<file path="src/rtl/floor_request_scheduler.sv">
// floor_request_scheduler
//   Car-level SCAN scheduler for a single elevator. Floor call pulses are
//   latched into a pending bitmap; the car keeps travelling in its committed
//   direction while calls remain ahead of it, reverses when only calls behind
//   remain, and parks in IDLE when nothing is pending.
//
//   Optional build macro: EMERG_FLUSH_EN
//     defined   : entering EMERGENCY drops all pending calls, calls are
//                 ignored while stopped, and the car restarts from IDLE
//                 with the door closed.
//     undefined : pending calls survive and keep latching during EMERGENCY;
//                 the car resumes exactly where it was frozen.
//
//   Handshake note: there is no valid/ready pair here. floor_req is a
//   fire-and-forget pulse bitmap sampled every rising edge, and
//   emergency_stopped is a level that takes effect on the following edge.
module floor_request_scheduler #(
  parameter int NUM_FLOORS    = 8,
  parameter int TRAVEL_CYCLES = 16,
  parameter int DOOR_CYCLES   = 32
) (
  input  logic                                  clk,
  input  logic                                  reset,
  input  logic [NUM_FLOORS-1:0]                 floor_req,
  input  logic                                  emergency_stopped,
  output logic [$clog2(NUM_FLOORS)-1:0]         current_floor,
  output logic                                  dir_up,
  output logic                                  dir_down,
  output logic                                  moving,
  output logic                                  door_open,
  output logic                                  arrived,
  output logic [NUM_FLOORS-1:0]                 pending
);

  localparam int FLOOR_W = $clog2(NUM_FLOORS);
  localparam int TW      = (TRAVEL_CYCLES > 1) ? $clog2(TRAVEL_CYCLES) : 1;
  localparam int DW      = (DOOR_CYCLES > 1) ? $clog2(DOOR_CYCLES) : 1;

  localparam logic [TW-1:0]      TRAVEL_LAST = TW'(TRAVEL_CYCLES - 1);
  localparam logic [DW-1:0]      DOOR_LAST   = DW'(DOOR_CYCLES - 1);
  localparam logic [FLOOR_W-1:0] TOP_FLOOR   = FLOOR_W'(NUM_FLOORS - 1);

  typedef enum logic [2:0] {
    IDLE      = 3'd0,
    MOVE_UP   = 3'd1,
    MOVE_DOWN = 3'd2,
    DOOR_OPEN = 3'd3,
    EMERGENCY = 3'd4
  } state_t;

  state_t            state;
  state_t            saved_state;
  logic [TW-1:0]     travel_cnt;
  logic [DW-1:0]     door_cnt;
  logic              last_dir_up;

  // Combinational helpers used by the state machine
  logic [NUM_FLOORS-1:0] pend_eff;
  logic [NUM_FLOORS-1:0] cur_mask;
  logic [NUM_FLOORS-1:0] nf_mask;
  logic [NUM_FLOORS-1:0] pend_door;
  logic [FLOOR_W-1:0]    nf;
  logic                  going_up;
  logic                  at_limit;
  logic                  above_cur;
  logic                  below_cur;
  logic                  door_above;
  logic                  door_below;
  logic                  ahead_nf;
  logic                  behind_nf;

  // Bits strictly above floor f
  function automatic logic [NUM_FLOORS-1:0] above_mask(input logic [FLOOR_W-1:0] f);
    logic [NUM_FLOORS-1:0] m;
    m = '0;
    for (int i = 0; i < NUM_FLOORS; i++) m[i] = (i > int'(f));
    return m;
  endfunction

  // Bits strictly below floor f
  function automatic logic [NUM_FLOORS-1:0] below_mask(input logic [FLOOR_W-1:0] f);
    logic [NUM_FLOORS-1:0] m;
    m = '0;
    for (int i = 0; i < NUM_FLOORS; i++) m[i] = (i < int'(f));
    return m;
  endfunction

  // Decode the call picture around the car: current floor and next floor
  always_comb begin
    pend_eff   = pending | floor_req;
    cur_mask   = NUM_FLOORS'(1) << current_floor;
    going_up   = (state == MOVE_UP);
    at_limit   = going_up ? (current_floor == TOP_FLOOR) : (current_floor == '0);
    nf         = going_up ? current_floor + FLOOR_W'(1) : current_floor - FLOOR_W'(1);
    nf_mask    = NUM_FLOORS'(1) << nf;
    above_cur  = |(pend_eff & above_mask(current_floor));
    below_cur  = |(pend_eff & below_mask(current_floor));
    // While the door is open, a call for this floor is absorbed by the door
    pend_door  = pend_eff & ~cur_mask;
    door_above = |(pend_door & above_mask(current_floor));
    door_below = |(pend_door & below_mask(current_floor));
    ahead_nf   = going_up ? |(pend_eff & above_mask(nf)) : |(pend_eff & below_mask(nf));
    behind_nf  = going_up ? |(pend_eff & below_mask(nf)) : |(pend_eff & above_mask(nf));
  end

  // Motion outputs are a pure decode of the registered state
  assign dir_up   = (state == MOVE_UP);
  assign dir_down = (state == MOVE_DOWN);
  assign moving   = (state == MOVE_UP) || (state == MOVE_DOWN);

  // Main scheduler FSM: state, position, calls, timers and door/arrival flags
  always_ff @(posedge clk or posedge reset) begin
    if (reset) begin
      state         <= IDLE;
      saved_state   <= IDLE;
      current_floor <= '0;
      pending       <= '0;
      travel_cnt    <= '0;
      door_cnt      <= '0;
      last_dir_up   <= 1'b1;
      door_open     <= 1'b0;
      arrived       <= 1'b0;
    end else begin
      arrived <= 1'b0;
      if (state == EMERGENCY) begin
        // Frozen: timers hold, door holds, car does not move
`ifdef EMERG_FLUSH_EN
        if (!emergency_stopped) begin
          state     <= IDLE;
          door_open <= 1'b0;
        end
`else
        pending <= pend_eff;
        if (!emergency_stopped) begin
          state     <= saved_state;
          door_open <= (saved_state == DOOR_OPEN);
        end
`endif
      end else if (emergency_stopped) begin
        saved_state <= state;
        state       <= EMERGENCY;
`ifdef EMERG_FLUSH_EN
        pending     <= '0;
`else
        pending     <= pend_eff;
`endif
      end else begin
        case (state)
          IDLE: begin
            if ((pend_eff & cur_mask) != '0) begin
              state     <= DOOR_OPEN;
              door_open <= 1'b1;
              door_cnt  <= '0;
              pending   <= pend_eff & ~cur_mask;
            end else begin
              pending <= pend_eff;
              if (above_cur && below_cur) begin
                state       <= last_dir_up ? MOVE_UP : MOVE_DOWN;
                travel_cnt  <= '0;
              end else if (above_cur) begin
                state       <= MOVE_UP;
                last_dir_up <= 1'b1;
                travel_cnt  <= '0;
              end else if (below_cur) begin
                state       <= MOVE_DOWN;
                last_dir_up <= 1'b0;
                travel_cnt  <= '0;
              end
            end
          end

          MOVE_UP, MOVE_DOWN: begin
            if (at_limit) begin
              // Cannot travel past the shaft ends; park instead
              state   <= IDLE;
              pending <= pend_eff;
            end else if (travel_cnt == TRAVEL_LAST) begin
              current_floor <= nf;
              arrived       <= 1'b1;
              travel_cnt    <= '0;
              if ((pend_eff & nf_mask) != '0) begin
                state     <= DOOR_OPEN;
                door_open <= 1'b1;
                door_cnt  <= '0;
                pending   <= pend_eff & ~nf_mask;
              end else begin
                pending <= pend_eff;
                if (ahead_nf) begin
                  state <= state;
                end else if (behind_nf) begin
                  state       <= going_up ? MOVE_DOWN : MOVE_UP;
                  last_dir_up <= ~going_up;
                end else begin
                  state <= IDLE;
                end
              end
            end else begin
              travel_cnt <= travel_cnt + TW'(1);
              pending    <= pend_eff;
            end
          end

          DOOR_OPEN: begin
            pending <= pend_door;
            if ((floor_req & cur_mask) != '0) begin
              door_cnt <= '0;
            end else if (door_cnt == DOOR_LAST) begin
              door_open  <= 1'b0;
              travel_cnt <= '0;
              if (last_dir_up ? door_above : door_below) begin
                state <= last_dir_up ? MOVE_UP : MOVE_DOWN;
              end else if (last_dir_up ? door_below : door_above) begin
                state       <= last_dir_up ? MOVE_DOWN : MOVE_UP;
                last_dir_up <= ~last_dir_up;
              end else begin
                state <= IDLE;
              end
            end else begin
              door_cnt <= door_cnt + DW'(1);
            end
          end

          default: begin
            state     <= IDLE;
            door_open <= 1'b0;
            pending   <= pend_eff;
          end
        endcase
      end
    end
  end

endmodule
</file>
<file path="config.mk">
export PLATFORM = sky130hd
export DESIGN_NAME = floor_request_scheduler
export DESIGN_NICKNAME = d
export VERILOG_FILES = /design/src/rtl/floor_request_scheduler.sv
export SDC_FILE = /design/constraint.sdc
export NUM_CORES = 1
export LEC_CHECK = 0
export CORE_MARGIN = 4
export CORE_UTILIZATION = 49
export CTS_CLUSTER_DIAMETER = 40
export CTS_CLUSTER_SIZE = 25
export DETAILED_ROUTE_END_ITERATION = 10
export GPL_ROUTABILITY_DRIVEN = 0
export HOLD_SLACK_MARGIN = 0.15
export PLACE_DENSITY = 0.73
export RECOVER_POWER = 25
export SYNTH_ARGS = -nofsm -noshare
export SYNTH_HDL_FRONTEND = slang
export SYNTH_SLANG_ARGS = --single-unit
</file>
<file path="constraint.sdc">
create_clock -name clk -period 3.05 [get_ports clk]
set_input_delay 0.61 -clock clk [delete_from_list [all_inputs] [get_ports clk]]
set_output_delay 0.61 -clock clk [all_outputs]
set_load 0.005 [all_outputs]
</file>
==> results.ini <==
[layout]
final_util_pct = 70.2
fin_cells = 473
drive_gt1_share_pct = 30.3
nFillCells = 437
final-seq-area_sq_um = 727
nets = 423
design_area_sq_um = 3610
multi_input_area_sq_um = 1830
final_cell_mix = 71 x buf_4, 30 x a21oi_1, 29 x nand2_1
area_growth_syn_to_layout_pct = 38.4
antennaDiodeCount = 0
layout_commonest_cell = buf_4

[route]
drcViolationCount = 0
vias = 2923
vias_per_cell = 6.18
routed_wl_um = 8450
drt_first_pass_iters = 6
post_drt_wl_per_cell_um = 17.9
drtIter0Drc = 448
ant_nets = 0

[timing]
skew_ps = 6.31
fin_crit_sh_pct = 99.2
rsz0062_at_grt = yes
hold_slack_ps = 496
period_needed_ps = 3020
clock.fmax_ghz = 0.331
drv_slew = 30
hold_violations = 0
tightest_slew_ps = 1640
max-slew-margin-rel_pct = -9.42
setup_violations = 0

[placed_design]
place_inst = 462
dpl_cell_area_sq_um = 3390
io_buffers = 26
dp_hpwl_um = 6330

[die]
pin_count = 27
die_area_sq_um = 6550
fp.coreArea_sq_um = 5140
die_h_um = 80.9
fp.dieW_um = 80.9
start_util_pct = 50.7
row_count = 26

[clocking]
clk_pin_slew_ps = 70
numClockSinks = 29
htree_levels = 2
cts_tree = yes
cts_buffers = 5
insertion_delay_ps = 290
clockBufferDepth = 2
cts-root-buf = clkbuf_8

[grt]
grt_overflow = 0
grt_usage_pct = 28.1
grt_pass1_wl_um = 14100
grt_antenna_before_repair = 0
grt_max_degree = 30
use_met2_pct = 43.9
busiest_layer = met2
grt_pass1_vias = 2843
met1_usage_pct = 38.6
use_met3_pct = 5.76

[outcome]
violations = capacitance limit, slew limit
outcome = complete, but fails checks

[logic_synthesis]
synthXorXnorAreaFrac_pct = 2.31
muxShareOfSynthArea_pct = 3.36
synth_top_family_by_area = compound AO/OA/AOI/OAI gates
synth_adder_area_share_pct = 4.80
ys.flop_type = dfrtp_1
ys_ff_latch = 29
yosysUniqueCellTypes = 72
ys_seq_area_share_pct = 27.9
synth_nets = 335
synth_area_sq_um = 2600
syn_inst = 314
syn_area_per_cell_sq_um = 8.30
yosys_warnings = 0
yosys.area_share.simple_pct = 20.4
synth_compound_area_share_pct = 36.2
ys_async_sr_fraction_pct = 100
synth_edf_count = 0

[critical_path]
cp-start-kind = input port
critPathArrivalTime_ps = 3250
cp-end-kind = register
regToRegStartpoint = current_floor[1]
r2r-end = last_dir_up
path_class = input port to register
cp.required_ps = 3270
reg2regPathDepth = 10
rrSetupSlack_ps = 60
crit_fanout = 3

[power_and_ir_drop]
total_power_w = 0.00186
p_per_area_nw_per_um2 = 515
swShare_pct = 37.6
power_frac_seq_pct = 29.8
intPower_w = 0.00116
leakagePower_nw = 1.51
p_clk_share_pct = 23.1
ir_drop_uv = 283
pwr-share-comb_pct = 47.1
p_sw_w = 0.000698

[worst_hold_path]
hold_path_class = register to register
min_path_cells = 1
holdCritStartpoint = door_open
holdPathEnd = door_open

[run]
maxCapViolations = 1

-- flip-flops by register name (all words and copies together), names as in the netlist --
register,cells
door_open,1
saved_state,3
arrived,1
door_cnt,5
state,3
pending,8
last_dir_up,1
travel_cnt,4
current_floor,3
-- worst max path at each step --
stage	from	endpoint	slack [ps]
2_1_floorplan	current_floor[1]	last_dir_up	20
4_1_cts	current_floor[0]	last_dir_up	4
3_5_place_dp	floor_req[4]	last_dir_up	-330
6_report	floor_req[4]	last_dir_up	30
3_3_place_gp	floor_req[4]	last_dir_up	-260
5_1_grt	floor_req[4]	last_dir_up	-30
-- power groups by stage --
stage / Sequential (W) / Clock, W / Combinational, W
after floorplan: 0.000537 / 0 / 0.000460
after global placement: 0.000552 / 0 / 0.000818
final: 0.000552 / 0.000429 / 0.000874
after CTS: 0.000548 / 0.000430 / 0.000843
after detailed placement: 0.000554 / 0 / 0.000828
after global routing: 0.000566 / 0.000449 / 0.000943
-- cells by family (layout without fill, tap and decap cells) --
group | count (synthesis) | in the layout
DFF | 29 | 29
muxes | 7 | 7
AOI/OAI and AO/OA | 131 | 131
xor gates and xnor gates | 6 | 6
and+or+nand+nor | 102 | 102
buffers and inverters | 29 | 118
adders and majority gates | 10 | 10
-- final cells by class --
class	instances	share of cell area, %
inverters	12	1.39
flip-flops and latches	29	20.2
well taps	70	2.43
clock buffers	7	2.39
clock inverters	1	0.833
repair buffers	98	22.1
multi-input cells	256	50.7
-- metrics by stage --
| step | setup TNS (ps) | setup slack [ps] |
|---|---|---|
| after floorplan | 0 | 18.9 |
| after global routing | -49.3 | -32.4 |
| after detailed placement | -988 | -325 |
| after CTS | 0 | 3.79 |
| final | 0 | 25.3 |
| after global placement | -728 | -257 |
-- what timing repair did --
action / in CTS / in global routing
buffers inserted: 0 / 3
hold buffers: 0 / 0
gates resized for setup: 2 / 18
endpoints found under the hold margin: 0 / 0
endpoints found under the setup margin: 2 / 6
pin swaps: 1 / 7
-- worst max-delay path, cell delays in order --
cell	delay (ps)
clkdlybuf4s50_1	500
buf_4	130
o2bb2ai_1	90
a21oi_1	140
a211oi_1	80
buf_4	150
and3_1	190
buf_4	150
a31o_2	250
or4_4	530
a21oi_2	120
mux2_1	320
-- Yosys cell counts, drive strengths merged (4+ instances only) --
master | n | area (sq um)
a211oi | 5 | 47.5
a21o | 5 | 37.5
a21oi | 33 | 180
a22o | 7 | 61.3
a31oi | 5 | 31.3
buf | 7 | 42.5
clkbuf | 10 | 37.5
dfrtp | 28 | 701
ha | 10 | 125
inv | 11 | 41.3
mux2 | 4 | 45.0
nand2 | 29 | 109
nand2b | 6 | 37.5
nand3 | 9 | 45.0
nand4 | 4 | 25.0
nor2 | 20 | 82.6
nor2b | 4 | 25.0
nor3 | 8 | 40.0
o211ai | 6 | 45.0
o21ai | 29 | 160
o22ai | 6 | 37.5
o31ai | 5 | 51.3
or2 | 6 | 37.5
xnor2 | 4 | 42.6
-- routing by layer --
layer / share of wire [%] / vias up / wire length (um)
met5: 0 / - / 0
met4: 2.4 / 0 / 206
met3: 9.6 / 24 / 813
met2: 46 / 158 / 3910
met1: 42 / 1370 / 3520
li1: - / 1371 / -
Note: power is estimated with default switching activity, not from simulation.
